`config.mk`:
```
export PLATFORM = sky130hd
export DESIGN_NAME = param_serial_transmitter
export DESIGN_NICKNAME = d
export VERILOG_FILES = /design/src/rtl/param_serial_transmitter_pkg.sv /design/src/rtl/param_serial_transmitter_step_pulse_gen.sv /design/src/rtl/param_serial_transmitter.sv
export SDC_FILE = /design/constraint.sdc
export NUM_CORES = 1
export LEC_CHECK = 0
export BUFFER_PORTS_ARGS = -buffer_cell sky130_fd_sc_hd__buf_2
export CAP_MARGIN = 10
export CORE_MARGIN = 1
export CORE_UTILIZATION = 37
export CTS_BUF_LIST = sky130_fd_sc_hd__clkbuf_4
export DETAILED_ROUTE_END_ITERATION = 8
export GPL_TIMING_DRIVEN = 0
export PLACE_DENSITY = 0.58
export SYNTH_ARGS = -nofsm -noshare
export SYNTH_HDL_FRONTEND = slang
export SYNTH_SLANG_ARGS = --single-unit
export TNS_END_PERCENT = 1
```
`constraint.sdc`:
```
create_clock -name clk -period 2.2 [get_ports clk]
set_clock_uncertainty 0.05 [all_clocks]
set_input_delay 0 -clock clk [delete_from_list [all_inputs] [get_ports clk]]
set_output_delay 0 -clock clk [all_outputs]
set_load 0.005 [all_outputs]
```
`src/rtl/param_serial_transmitter_pkg.sv`:
```
// Shared types and defaults for the parameterised serial transmitter.
// Holds the frame FSM states and the sizing helper for the length-bit counter.
package param_serial_transmitter_pkg;

    typedef enum logic [1:0] {
        ST_IDLE = 2'd0,
        ST_LEN  = 2'd1,
        ST_DATA = 2'd2
    } state_e;

    localparam int         DEF_PAT_LEN = 4;
    localparam logic [3:0] DEF_PATTERN = 4'b1101;
    localparam int         DEF_LEN_W   = 4;

    // Bits needed to count 0..n-1; never less than one bit.
    function automatic int cnt_w(input int n);
        return (n < 2) ? 1 : $clog2(n);
    endfunction

endpackage

```
`src/rtl/param_serial_transmitter_step_pulse_gen.sv`:
```
// Button synchroniser plus rising-edge detector: one clk-wide step per press.
// step_o rises two clk edges after btn_i is first sampled high; re-arms once btn_i is seen low.
// No backpressure; a held button yields a single pulse.
module step_pulse_gen (
    input  logic clk,
    input  logic rst,
    input  logic btn_i,
    output logic step_o
);

    logic sync1_q;
    logic sync2_q;
    logic prev_q;

    always_ff @(posedge clk or posedge rst) begin
        if (rst) begin
            sync1_q <= 1'b0;
            sync2_q <= 1'b0;
            prev_q  <= 1'b0;
        end else begin
            sync1_q <= btn_i;
            sync2_q <= sync1_q;
            prev_q  <= sync2_q;
        end
    end

    assign step_o = sync2_q & ~prev_q;

endmodule

```
`src/rtl/param_serial_transmitter.sv`:
```
// Pattern-triggered serial forwarder: hunt PATTERN, read LEN_W-bit length, forward that many bits.
// serOut/serOutValid appear 1 clk after the step edge that samples the payload bit; no backpressure.
module param_serial_transmitter
    import param_serial_transmitter_pkg::*;
#(
    parameter int                 PAT_LEN   = DEF_PAT_LEN,
    parameter logic [PAT_LEN-1:0] PATTERN   = DEF_PATTERN,
    parameter int                 LEN_W     = DEF_LEN_W,
    parameter int                 STEP_MODE = 1
) (
    input  logic             clk,
    input  logic             rst,
    input  logic             clkPB,
    input  logic             serIn,
    output logic             serOut,
    output logic             serOutValid,
    output logic [LEN_W-1:0] countOut,
    output logic             busy,
    output logic             done
);

    localparam int               BCW      = cnt_w(LEN_W);
    localparam logic [BCW-1:0]   LEN_LAST = BCW'(LEN_W - 1);
    localparam logic [LEN_W-1:0] CNT_ONE  = LEN_W'(1);

    logic step;

    generate
        if (STEP_MODE == 1) begin : g_pb
            step_pulse_gen u_step (
                .clk    (clk),
                .rst    (rst),
                .btn_i  (clkPB),
                .step_o (step)
            );
        end else begin : g_free
            logic unused_pb;
            assign unused_pb = clkPB;
            assign step      = 1'b1;
        end
    endgenerate

    state_e             state_q, state_d;
    logic [PAT_LEN-1:0] hist_q, hist_d;
    logic [LEN_W-1:0]   len_q, len_d;
    logic [BCW-1:0]     bcnt_q, bcnt_d;
    logic [LEN_W-1:0]   cnt_q, cnt_d;
    logic               ser_q, ser_d;
    logic               vld_q, vld_d;
    logic               done_q, done_d;

    logic [PAT_LEN-1:0] hist_nxt;
    logic [LEN_W-1:0]   len_nxt;

    assign hist_nxt = PAT_LEN'({hist_q, serIn});
    assign len_nxt  = LEN_W'({len_q, serIn});

    always_comb begin
        state_d = state_q;
        hist_d  = hist_q;
        len_d   = len_q;
        bcnt_d  = bcnt_q;
        cnt_d   = cnt_q;
        ser_d   = ser_q;
        vld_d   = 1'b0;
        done_d  = 1'b0;
        if (step) begin
            case (state_q)
                ST_IDLE: begin
                    hist_d = hist_nxt;
                    if (hist_nxt == PATTERN) begin
                        state_d = ST_LEN;
                        hist_d  = '0;
                        len_d   = '0;
                        bcnt_d  = '0;
                    end
                end
                ST_LEN: begin
                    len_d  = len_nxt;
                    bcnt_d = bcnt_q + 1'b1;
                    if (bcnt_q == LEN_LAST) begin
                        bcnt_d = '0;
                        len_d  = '0;
                        if (len_nxt != '0) begin
                            cnt_d   = len_nxt;
                            state_d = ST_DATA;
                        end else begin
                            // Empty frame: close it without any payload strobe.
                            done_d  = 1'b1;
                            state_d = ST_IDLE;
                        end
                    end
                end
                ST_DATA: begin
                    ser_d = serIn;
                    vld_d = 1'b1;
                    cnt_d = cnt_q - 1'b1;
                    if (cnt_q == CNT_ONE) begin
                        done_d  = 1'b1;
                        state_d = ST_IDLE;
                    end
                end
                default: state_d = ST_IDLE;
            endcase
        end
    end

    always_ff @(posedge clk or posedge rst) begin
        if (rst) begin
            state_q <= ST_IDLE;
            hist_q  <= '0;
            len_q   <= '0;
            bcnt_q  <= '0;
            cnt_q   <= '0;
            ser_q   <= 1'b0;
            vld_q   <= 1'b0;
            done_q  <= 1'b0;
        end else begin
            state_q <= state_d;
            hist_q  <= hist_d;
            len_q   <= len_d;
            bcnt_q  <= bcnt_d;
            cnt_q   <= cnt_d;
            ser_q   <= ser_d;
            vld_q   <= vld_d;
            done_q  <= done_d;
        end
    end

    assign serOut      = ser_q;
    assign serOutValid = vld_q;
    assign countOut    = cnt_q;
    assign busy        = (state_q != ST_IDLE);
    assign done        = done_q;

endmodule
```
### After elaboration in Yosys (flattened, before gate mapping)

Cells that the tools add are included.

| word-level totals | value |
|---|---|
| flip-flop bits (word level) | 20 |
| bits of input ports | 4 |

| operators by class | value |
|---|---|
| $add $sub $neg | 2 |
| equal/unequal tests | 9 |
| multiplexer cells | 22 |
| bitwise operators | 2 |
| reduce and logical (&&, ||, !) cells | 10 |

Operator list:

| kind | number |
|---|---|
| two-way mux 2 bit | 6 |
| two-way mux 3 bit | 3 |
| two-way mux 4 bit | 2 |
| inequality test 2 bit (second input constant) | 4 |
| one-hot mux 4 bit (2 select lines) | 1 |
| AND reduction 4 bit | 2 |
| two-way mux 1 bit | 6 |
| one-hot mux 2 bit (3 select lines) | 1 |
| one-hot mux 3 bit (2 select lines) | 1 |
| nonzero test 2 bit | 3 |
| equality test 2 bit (second input constant) | 2 |
| equality test 4 x 1 -> 1 bit (second input constant) | 1 |
| equality test 4 bit (second input constant) | 1 |
| one-hot mux 2 bit (2 select lines) | 1 |
| AND reduction 2 bit | 2 |
| nonzero test 4 bit | 1 |
| subtractor 4 x 1 -> 4 bit (second input constant) | 1 |
| AND reduction 3 bit | 1 |
| adder 2 x 1 -> 2 bit (second input constant) | 1 |
| equality test 2 x 1 -> 1 bit (second input constant) | 1 |
| zero test 2 bit | 1 |
| one-hot mux 1 bit (2 select lines) | 1 |
| AND 1 bit | 1 |
| NOT 1 bit | 1 |

### Logic depth before layout (Yosys ltp)

Gate-level depths: netlist (run 1).

| logic depth | value |
|---|---|
| depth in word-level cells | 5 |
| mapped depth | 6 |

### Hierarchy

A second synthesis (run 1) with hierarchy kept.

| unflattened totals | value |
|---|---|
| cell total of the unflattened synthesis | 95 |
| area, all modules | 1031.0 um^2 |

Modules (own cells, without submodules):

| module | instances | cells an instance | area each (um^2) |
|---|---|---|---|
| param_serial_transmitter | 1 | 90 | 938.4 |
| step_pulse_gen | 1 | 5 | 92.6 |

### Least setup slack after synthesis (run 1)

OpenSTA, ideal clock, no wires.

| timing path | value |
|---|---|
| path kind | register to register |
| start point | reg state_q[1] |
| end point | reg cnt_q[0] (netlist: countOut[0]) |
| setup time | 0.121 ns |
| data arrival time | 1.507 ns |
| data required time | 2.029 ns |
| slack | 0.522 ns |
| stages on the path, launching flop included | 7 |
| path buffers | 0 |
| clock period less this slack | 1.678 ns |
| cell sequence | dfrtp_1 -> inv_1 -> ha_1 -> mux2i_1 -> a211oi_2 -> o21ai_2 -> a22o_1 |

| between the ends | value |
|---|---|
| cells in the longest elaborated chain, start to end | 3 |

Ends and longest elaborated chain:

| what | line | text |
|---|---|---|
| from (decl) | param_serial_transmitter.sv:43 | `state_e state_q, state_d;` |
| from (signal assigned) | param_serial_transmitter.sv:119 | `state_q <= state_d;` |
| equality test 2 x 1 -> 1 bit / equality test 2 bit (equally long branches) | param_serial_transmitter.sv:68 | `case (state_q)` |
| inequality test 2 bit (no source line) / nonzero test 2 bit (equally long branches) | - |  |
| AND reduction 4 bit (no source line) | - |  |
| to (signal assigned) | param_serial_transmitter.sv:123 | `cnt_q <= cnt_d;` |
| to (decl) | param_serial_transmitter.sv:47 | `logic [LEN_W-1:0] cnt_q, cnt_d;` |

Parallel ways exist; a longest one is shown, timed or not.
A chain may end at the register's enable or synchronous reset.

### Worst setup path in the final report (run 1)

Ends and elaborated chain as after synthesis.

==> impl_metrics.yaml, run 1 <==
place:
  detailed_place.area_mm2: 0.001094
  port-buffer-count: 11
  routability_driven_placement_congestion_ratio: 0.7081
  dp_hpwl_um: 1312
  post-place-ws_ns: 0.2736
  cell_total_after_placement: 138
global_routing:
  global_route_wire_length_before_repair_um: 2842
  number_of_antenna_violations_at_the_first_check_in_global_routing: 0
  grt.total_usage: 0.1416
  grt_start_max_net_pins: 21
  overflow: 0
  grt_pass1_vias: 683
clocking:
  numClockSinks: 20
  cts-hold-fix-buffers: 3
  cts.path.max_buffers: 2
  cts_inserted_buffers: 3
  cts_resized: 0
  clkTransAtPathRegs_ns: 0.11
  cts_tree: "built"
  worstSkewPairLatency_ns: 0.30
  cts.root.buffer_cell: "clkbuf_4"
  clock_h_tree_levels: 1
  setup_bufs_post_cts: 0
detailed_routing:
  vias: 713
  detail_route.vias_per_cell: 4.917
  finalWirelength_um: 1767
  detail_route.wl_per_cell_um: 12.19
  remaining_drc_errors: 0
  first_pass_iters: 4
  drt_iter0_drc: 7
  drt.antenna.violating_nets: 0
timing:
  min_period_over_period: 0.8818
  tightestPinTransition_ns: 0.7698
  max_slew_violation_total_from_the_final_report: 0
  final_critical_path_setup_slack_ns: 0.2600
  clock.fmax_ghz: 0.5155
  finalHoldWorstSlack_ns: 0.2816
  final_period_minus_worst_setup_slack_ns: 1.940
  hold_violations: 0
  unrepaired_setup_endpoints_after_global_routing: "false"
  max_slew_margin: 0.4863
  finalSetupViolations: 0
  fin_tns_setup_ns: 0
synthesis:
  synth.yosys.seq_area_share: 0.5000
  ys_ff_latch: 20
  synth_area_mm2: 0.001001
  ys.warnings.count: 0
  yosysUniqueCellTypes: 26
  synthCells: 97
  mappedNetlistNets: 107
  synthesis.area_per_instance_um2: 10.32
run:
  timing.max_cap.violations: 0
critical_path:
  critical_path_class: "reg -> reg"
  setup.worst_path.start_class: "register"
  critPathRequiredTime_ns: 2.35
  end_kind: "register"
  crit_path_max_fanout: 8
  reg2reg_setup_slack_ns: 0.26
  arrival_ns: 2.09
floorplanning:
  core.rowCount: 18
  initial_core_util: 0.3968
  die-height_um: 54.01
  dieArea_mm2: 0.002917
  number_of_ports_placed_on_the_die_boundary: 12
  die_w_um: 54.01
  fp.coreArea_mm2: 0.002522
status:
  outcome: "completed"
cells_and_area:
  final_cell_area_mm2: 0.001150
  num-fill-cells: 267
  finalNonFillerCells: 145
  fin_nets: 126
  syn_to_final_growth_pct: 14.87
  drive_gt1_frac: 0.1826
  mostFrequentLayoutCell: "dfrtp_1"
  diodes: 0
  final_cell_mix: "20 x dfrtp_1, 12 x inv_1, 12 x nand2_1"
min_path:
  hold_class: "in -> reg"
power_and_ir_drop:
  p_leak_uw: 0.0005355
  vdd_drop_max_uv: 594.1
  pwr_density_cell_mw_per_mm2: 1211
-- cells in the mapped netlist --
master	count	area, µm²
nand3_1	2	10.01
inv_1	12	45.04
mux2_2	4	45.04
dfrtp_1	20	500.5
and2_1	1	6.260
a32oi_1	1	8.760
a21oi_1	4	20.02
or3_1	1	6.260
a22o_1	1	8.760
mux2i_1	6	60.06
nand2b_1	2	12.51
a211oi_2	1	12.51
buf_1	1	3.750
nor2b_1	4	25.02
o211a_1	1	10.01
nand2_1	12	45.04
nor4b_1	1	8.760
o21ai_0	4	20.02
o31ai_1	2	15.01
ha_1	6	75.07
a31oi_1	3	18.77
nor4_1	1	6.260
nor2_1	4	15.01
o22ai_1	1	6.260
o21ai_2	1	8.760
buf_4	1	7.510
-- registers in the layout (all words and copies together) (netlist names) --
name and flops:
state_q 2, countOut 4, serOut 1, g_pb.u_step.sync1_q 1, len_q 3, done 1, hist_q 3, g_pb.u_step.prev_q 1
serOutValid 1, bcnt_q 2, g_pb.u_step.sync2_q 1
-- kinds of logic after synthesis --
kind of cell / Yosys count / share of synthesized area
buf+inv: 14 / 0.05625
compound gates: 19 / 0.1288
flops: 20 / 0.5000
fa+ha+maj: 6 / 0.07500
simple gates: 28 / 0.1350
mux: 10 / 0.1050
-- area by class of cell --
class                   count  area [µm²]  area share
repair buffers             14       85.08     0.07399
clock buffers               3       22.52     0.01959
plain buffers               2       11.26    0.009793
clock inverters             1       3.754    0.003264
multi-input cells          63       444.2      0.3863
well taps                  30       37.54     0.03264
inverters                  12       45.04     0.03917
flip-flops and latches     20       500.5      0.4353
-- where the power goes --
part / internal (µW) / switching [µW] / total (µW)
logic: 281 / 326 / 607
registers: 499 / 112 / 611
clock network: 66.1 / 108 / 174
total: 846 / 546 / 1390
-- final timing paths --
path / start / depth (start not counted) / endpoint
setup / recovery: state_q[1]$_DFFE_PP0P_ / 6 / countOut[0]$_DFFE_PP0P_
hold / removal: clkPB / 2 / g_pb.u_step.sync1_q$_DFF_PP0_
setup reg to reg: state_q[1]$_DFFE_PP0P_ / 6 / countOut[0]$_DFFE_PP0P_
hold reg to reg: g_pb.u_step.sync1_q$_DFF_PP0_ / 0 / g_pb.u_step.sync2_q$_DFF_PP0_
max in group asynchronous: rst / 3 / len_q[0]$_DFFE_PP0P_
min in group asynchronous: rst / 3 / len_q[2]$_DFFE_PP0P_
-- stage by stage --
step	total power, µW	util
floorplan	1047	-
global placement	1202	0.4335
detailed placement	1222	0.4335
CTS	1411	0.4559
global route	1531	0.4559
finish	1392	0.4559
-- metal layers --
metal	GRT usage	wire [µm]	vias to the layer above
met4	0.02564	10	0
met2	0.2387	792	10
met1	0.1690	899	333
met5	0	0	-
li1	-	-	368
met3	0.05932	65	2
-- critical path, cell delays in order (launching register included) --
cell	delay, ns
dfrtp_1	0.41
inv_1	0.09
ha_1	0.32
mux2i_1	0.13
a211oi_2	0.49
o21ai_2	0.11
a22o_1	0.24
(Power assumes the default switching activity.)
==> inputs of run 2 (changes only) <==
Settings changed: CORE_ASPECT_RATIO set to 0.75.
==> run 2 against run 1 <==
Global-route usage up 2.0 points. Utilization up 2.0 points. Design area up 0.11%. Combinational power shrank 1%. Non-clock buffer count is the same. Sequential power about the same. Critical path type unchanged. Highest routed layer unchanged.
==> impl_metrics.yaml, run 2 (synthesis gave the netlist of run 1 again) <==
global_routing:
  groute.layer.met3.usage: 0.05785
  grt_pass1_vias: 715
  gr-usage-met1: 0.2017
  overflow: 0
  global_route_wire_length_before_repair_um: 3222
  grt.total_usage: 0.1614
  gr-max-usage-layer: "met2"
  globalRouteMet2Util: 0.2617
  number_of_antenna_violations_at_the_first_check_in_global_routing: 0
  grt_start_max_net_pins: 21
detailed_routing:
  drt.antenna.violating_nets: 0
  first_pass_iters: 3
  finalWirelength_um: 1856
  vias: 731
  remaining_drc_errors: 0
  detail_route.wl_per_cell_um: 12.54
  drt_iter0_drc: 14
  detail_route.vias_per_cell: 4.939
clocking:
  cts.path.max_buffers: 2
  numClockSinks: 20
  cts_tree: "built"
  worstSkewPairLatency_ns: 0.29
  clkTransAtPathRegs_ns: 0.11
  cts_inserted_buffers: 3
  cts.root.buffer_cell: "clkbuf_4"
  cts_resized: 0
  clock_h_tree_levels: 1
timing:
  min_period_over_period: 0.8720
  unrepaired_setup_endpoints_after_global_routing: "false"
  finalSetupViolations: 0
  max_slew_violation_total_from_the_final_report: 0
  fin_tns_setup_ns: 0
  clock.fmax_ghz: 0.5212
  max_slew_margin: 0.4880
  final_critical_path_setup_slack_ns: 0.2815
  hold_violations: 0
  finalHoldWorstSlack_ns: 0.3058
  tightestPinTransition_ns: 0.7672
  final_period_minus_worst_setup_slack_ns: 1.919
critical_path:
  end_kind: "register"
  setup.worst_path.start_class: "register"
  critical_path_class: "reg -> reg"
  arrival_ns: 2.07
  crit_path_max_fanout: 8
  critPathRequiredTime_ns: 2.35
place:
  cell_total_after_placement: 142
  port-buffer-count: 11
  dp_hpwl_um: 1424
  routability_driven_placement_congestion_ratio: 0.8093
  post-place-ws_ns: 0.2531
power_and_ir_drop:
  internal_power_uw: 842.3
  seq_power_share: 0.445
  vdd_drop_max_uv: 549.4
  clockPowerShare: 0.120
  total_switching_power_uw: 536.2
  power.switching_fraction: 0.3890
  pwr_density_cell_mw_per_mm2: 1198
  finalPower_uw: 1378
  p_leak_uw: 0.0005339
  combinational_power_share: 0.435
run:
  timing.max_cap.violations: 0
cells_and_area:
  syn_to_final_growth_pct: 15.00
  final_cell_mix: "20 x dfrtp_1, 12 x inv_1, 12 x nand2_1"
  diodes: 0
  fin_nets: 126
  finalNonFillerCells: 148
  mostFrequentLayoutCell: "dfrtp_1"
  drive_gt1_frac: 0.1842
  max_ffs_per_register: 4
floorplanning:
  die_w_um: 62.06
  dieArea_mm2: 0.002920
  initial_core_util: 0.4134
  number_of_ports_placed_on_the_die_boundary: 12
  core.rowCount: 15
  die-height_um: 47.05
  fp.coreArea_mm2: 0.002421
status:
  outcome: "completed"
min_path:
  hold_class: "reg -> reg"
-- run 2: cell count changes in the layout (fill, tap and decap cells not counted), sizes merged --
cell and delta:
clkinv -1
-- run 2: final cells by class --
type | count | area (µm²)
clock buffers | 3 | 22.52
multi-input cells | 63 | 444.2
repair buffers | 14 | 85.08
flip-flops and latches | 20 | 500.5
well taps | 34 | 42.54
fillers | 245 | 1270
plain buffers | 2 | 11.26
inverters | 12 | 45.04
-- run 2: worst max-delay path, cell delays in order, from the launching register on --
cell,delay [ns]
dfrtp_1,0.41
inv_1,0.09
ha_1,0.30
mux2i_1,0.13
a211oi_2,0.51
o21ai_2,0.11
a22o_1,0.24
-- run 2: repair_timing --
| item | in CTS | in global routing |
|---|---|---|
| hold endpoints to repair | 23 | 0 |
| buffers inserted | 0 | 0 |
| hold buffers | 3 | 0 |
-- run 2: layer usage --
metal | part of all wire | vias up | wire length, µm
met5 | 0 | - | 0
met4 | 0.0097 | 0 | 18
met3 | 0.038 | 2 | 70
met2 | 0.47 | 12 | 868
met1 | 0.48 | 352 | 899
li1 | - | 365 | -
-- run 2: worst paths after layout --
kind	from	end	slack, ns	cells past startpoint
min	g_pb.u_step.sync1_q$_DFF_PP0_	g_pb.u_step.sync2_q$_DFF_PP0_	0.31	0
max	state_q[1]$_DFFE_PP0P_	countOut[0]$_DFFE_PP0P_	0.28	6
min in group asynchronous	rst	countOut[1]$_DFFE_PP0P_	0.34	3
max in group asynchronous	rst	len_q[2]$_DFFE_PP0P_	1.28	3
max reg2reg	state_q[1]$_DFFE_PP0P_	countOut[0]$_DFFE_PP0P_	0.28	6
min reg2reg	g_pb.u_step.sync1_q$_DFF_PP0_	g_pb.u_step.sync2_q$_DFF_PP0_	0.31	0
-- run 2: stage by stage --
| stage | cell area (µm²) | util |
|---|---|---|
| after global placement | 1099 | 0.4537 |
| after CTS | 1151 | 0.4755 |
| final | 1151 | 0.4755 |
| after floorplan | 1001 | - |
| after global routing | 1151 | 0.4755 |
| after detailed placement | 1099 | 0.4537 |
-- run 2: power groups by stage --
stage               Sequential (µW)  Combinational, µW  Clock, µW
finish                          614                599        165
global route                    638                707        191
CTS                             617                612        180
detailed placement              624                606          0
global placement                616                583          0
floorplan                       600                447          0
==> inputs of run 3 (changes only) <==
Settings changed: CELL_PAD_IN_SITES_DETAIL_PLACEMENT set to 2, CELL_PAD_IN_SITES_GLOBAL_PLACEMENT set to 2, CORE_MARGIN 1 to 5, PLACE_DENSITY 0.58 to 0.8, SYNTH_HIERARCHICAL set to 1.
==> run 3 against run 2 <==
Setup slack better by 0.063 ns. First-iteration DRC count grew 64%. Routed wire length rose by 29%. Global-route usage is 3.3 points lower. Clock power increased by 82%. Die area up 35%. Via count grew 5.9%. Total power rose by 2.2%. Non-clock buffer count increased by 1. Cell count is 0.68% higher. Synthesized cell count fell by 2.1%. Critical endpoint unchanged. Largest cell class unchanged.
==> impl_metrics.yaml, run 3 <==
critical_path:
  crit-reg2reg-launch: "state_q[1]$_DFFE_PP0P_"
  reg2regPathDepth: 7
  end_kind: "register"
  critical_path_class: "reg -> reg"
  reg2reg_setup_slack_ns: 0.34
  crit_path_max_fanout: 8
  regToRegEndpoint: "countOut[0]$_DFFE_PP0P_"
  arrival_ns: 2.01
  setup.worst_path.start_class: "register"
  critPathRequiredTime_ns: 2.35
place:
  dp_hpwl_um: 1823
  routability_driven_placement_congestion_ratio: 0.7002
  port-buffer-count: 11
  detailed_place.area_mm2: 0.001131
  cell_total_after_placement: 142
clocking:
  clock_h_tree_levels: 1
  cts_inserted_buffers: 3
  cts_resized: 0
  worstSkewPairLatency_ns: 0.30
  setup_bufs_post_cts: 0
  numClockSinks: 20
  cts_tree: "built"
  cts.root.buffer_cell: "clkbuf_4"
  cts.path.max_buffers: 2
  clkTransAtPathRegs_ns: 0.12
power_and_ir_drop:
  internal_power_uw: 896.7
  clockPowerShare: 0.214
  vdd_drop_max_uv: 407.7
  pwr_density_cell_mw_per_mm2: 1161
  seq_power_share: 0.398
  power.switching_fraction: 0.3635
  total_switching_power_uw: 512.2
  combinational_power_share: 0.388
  p_leak_uw: 0.0005578
cells_and_area:
  final_cell_area_mm2: 0.001214
  finalNonFillerCells: 149
  num-fill-cells: 308
  drive_gt1_frac: 0.2212
  final_cell_mix: "20 x dfrtp_1, 11 x buf_2, 9 x inv_1"
  diodes: 0
  multi_input_comb_area_um2: 459.2
  syn_to_final_growth_pct: 17.72
  mostFrequentLayoutCell: "dfrtp_1"
  max_ffs_per_register: 4
  sequential_cell_area_um2: 500.5
  fin_nets: 124
floorplanning:
  die-height_um: 55.72
  die_w_um: 70.96
  number_of_ports_placed_on_the_die_boundary: 12
  core.rowCount: 16
  fp.coreArea_mm2: 0.002643
  initial_core_util: 0.3902
  dieArea_mm2: 0.003953
timing:
  clock.fmax_ghz: 0.5389
  max_slew_violation_total_from_the_final_report: 0
  unrepaired_setup_endpoints_after_global_routing: "false"
  min_period_over_period: 0.8435
  tightestPinTransition_ns: 0.6744
  final_period_minus_worst_setup_slack_ns: 1.856
  max_slew_margin: 0.5499
  fin_tns_setup_ns: 0
  hold_violations: 0
  finalSetupViolations: 0
synthesis:
  post-synth-top-area-cell: "dfrtp_1"
  synth_area_mm2: 0.001031
  synthesis.area_per_instance_um2: 10.85
  netlist_top_cells_area: "dfrtp_1 49%, ha_1 7.3%, a21oi_1 3.4%"
  synthCells: 95
  synth_enable_flop_cells: 0
  synth_commonest_cells: "20 x dfrtp_1, 9 x inv_1, 8 x nand2_1, 7 x a21oi_1, 6 x ha_1"
  yosys.cell_count.top_type: "dfrtp_1"
  synth.yosys.seq_area_share: 0.4854
  yosysUniqueCellTypes: 33
  async_reset_ff_frac: 1.000
  ys.warnings.count: 6
  ys_ff_latch: 20
  mappedNetlistNets: 105
  synth_top_area_frac: 0.4854
  synthFlopType: "dfrtp_1"
run:
  timing.max_cap.violations: 0
global_routing:
  grt_start_max_net_pins: 18
  grt_pass1_vias: 855
  global_route_wire_length_before_repair_um: 4015
  grt.total_usage: 0.1284
  overflow: 0
  number_of_antenna_violations_at_the_first_check_in_global_routing: 0
detailed_routing:
  finalWirelength_um: 2392
  detail_route.vias_per_cell: 5.195
  drt.antenna.violating_nets: 0
  first_pass_iters: 4
  remaining_drc_errors: 0
  detail_route.wl_per_cell_um: 16.05
  vias: 774
  drt_iter0_drc: 23
status:
  outcome: "completed"
min_path:
  hold_class: "in -> async"
-- run 3: changes by cell type in the layout (fill, tap and decap cells not counted), sizes merged, moves of 3 or more --
cell   previous run  this run
mux2i             6         1
a21oi             4         8
nand2            12         8
a22o              1         4
inv              12         9
o21a              0         3
-- run 3: layout make-up --
| class | instances | area share |
|---|---|---|
| Clock inverter | 1 | 0.02474 |
| Multi-Input combinational cell | 62 | 0.3784 |
| Sequential cell | 20 | 0.4124 |
| Buffer | 3 | 0.02784 |
| Inverter | 10 | 0.03093 |
| Tap cell | 36 | 0.03711 |
| Timing Repair Buffer | 14 | 0.07010 |
| Clock buffer | 3 | 0.01856 |
-- run 3: cell families after synthesis --
family / Yosys count / synth area share
AO/OA/AOI/OAI: 29 / 0.2015
adder cells (fa/ha/maj): 6 / 0.07281
buffers and inverters: 13 / 0.06917
flip-flops: 20 / 0.4854
multiplexers: 3 / 0.03155
AND/OR/NAND/NOR: 24 / 0.1396
-- run 3: routing by layer --
layer  track usage  vias up  share of wire
met5             0        -              0
met4       0.02413        0         0.0054
met3       0.04874        2          0.040
met2        0.2114       11           0.47
met1        0.1608      392           0.48
li1              -      369              -
-- run 3: power groups by stage --
stage | registers (µW) | clock network (µW) | logic, µW
4_1_cts | 562 | 315 | 560
3_5_place_dp | 572 | 0 | 547
5_1_grt | 579 | 335 | 615
2_1_floorplan | 551 | 0 | 378
3_3_place_gp | 557 | 0 | 521
6_report | 561 | 301 | 547
-- run 3: worst max path at each step --
| stage | start | to | slack [ns] | depth (start not counted) |
|---|---|---|---|---|
| 2_1_floorplan | state_q[0]$_DFFE_PP0P_ | countOut[0]$_DFFE_PP0P_ | 0.54 | 6 |
| 3_3_place_gp | state_q[0]$_DFFE_PP0P_ | countOut[0]$_DFFE_PP0P_ | 0.40 | 6 |
| 3_5_place_dp | state_q[1]$_DFFE_PP0P_ | countOut[0]$_DFFE_PP0P_ | 0.34 | 7 |
| 4_1_cts | state_q[1]$_DFFE_PP0P_ | countOut[0]$_DFFE_PP0P_ | 0.33 | 7 |
| 5_1_grt | state_q[1]$_DFFE_PP0P_ | countOut[0]$_DFFE_PP0P_ | 0.23 | 7 |
| 6_report | state_q[1]$_DFFE_PP0P_ | countOut[0]$_DFFE_PP0P_ | 0.34 | 7 |
-- run 3: critical path, cell delays in order (launching register included) --
cell and delay (ns):
dfrtp_1 0.40, inv_1 0.10, ha_1 0.17, buf_6 0.14, mux2i_1 0.12, a211oi_4 0.44, o21ai_2 0.10, a22o_1 0.24
-- run 3: through the flow --
stage / utilization / total power [µW] / hold slack, ns / worst slack, ns
3_5_place_dp: 0.4280 / 1119 / -0.1615 / 0.3416
5_1_grt: 0.4593 / 1528 / 0.03831 / 0.2342
4_1_cts: 0.4593 / 1437 / 0.05352 / 0.3318
2_1_floorplan: - / 929.7 / -0.2964 / 0.5447
3_3_place_gp: 0.4280 / 1079 / -0.1774 / 0.4024
6_report: 0.4593 / 1409 / 0.06388 / 0.3442
-- run 3: what timing repair did --
| item | in CTS | in global routing |
|---|---|---|
| hold buffers | 3 | 0 |
| endpoints found under the setup margin | 0 | 0 |
| endpoints found under the hold margin | 24 | 0 |
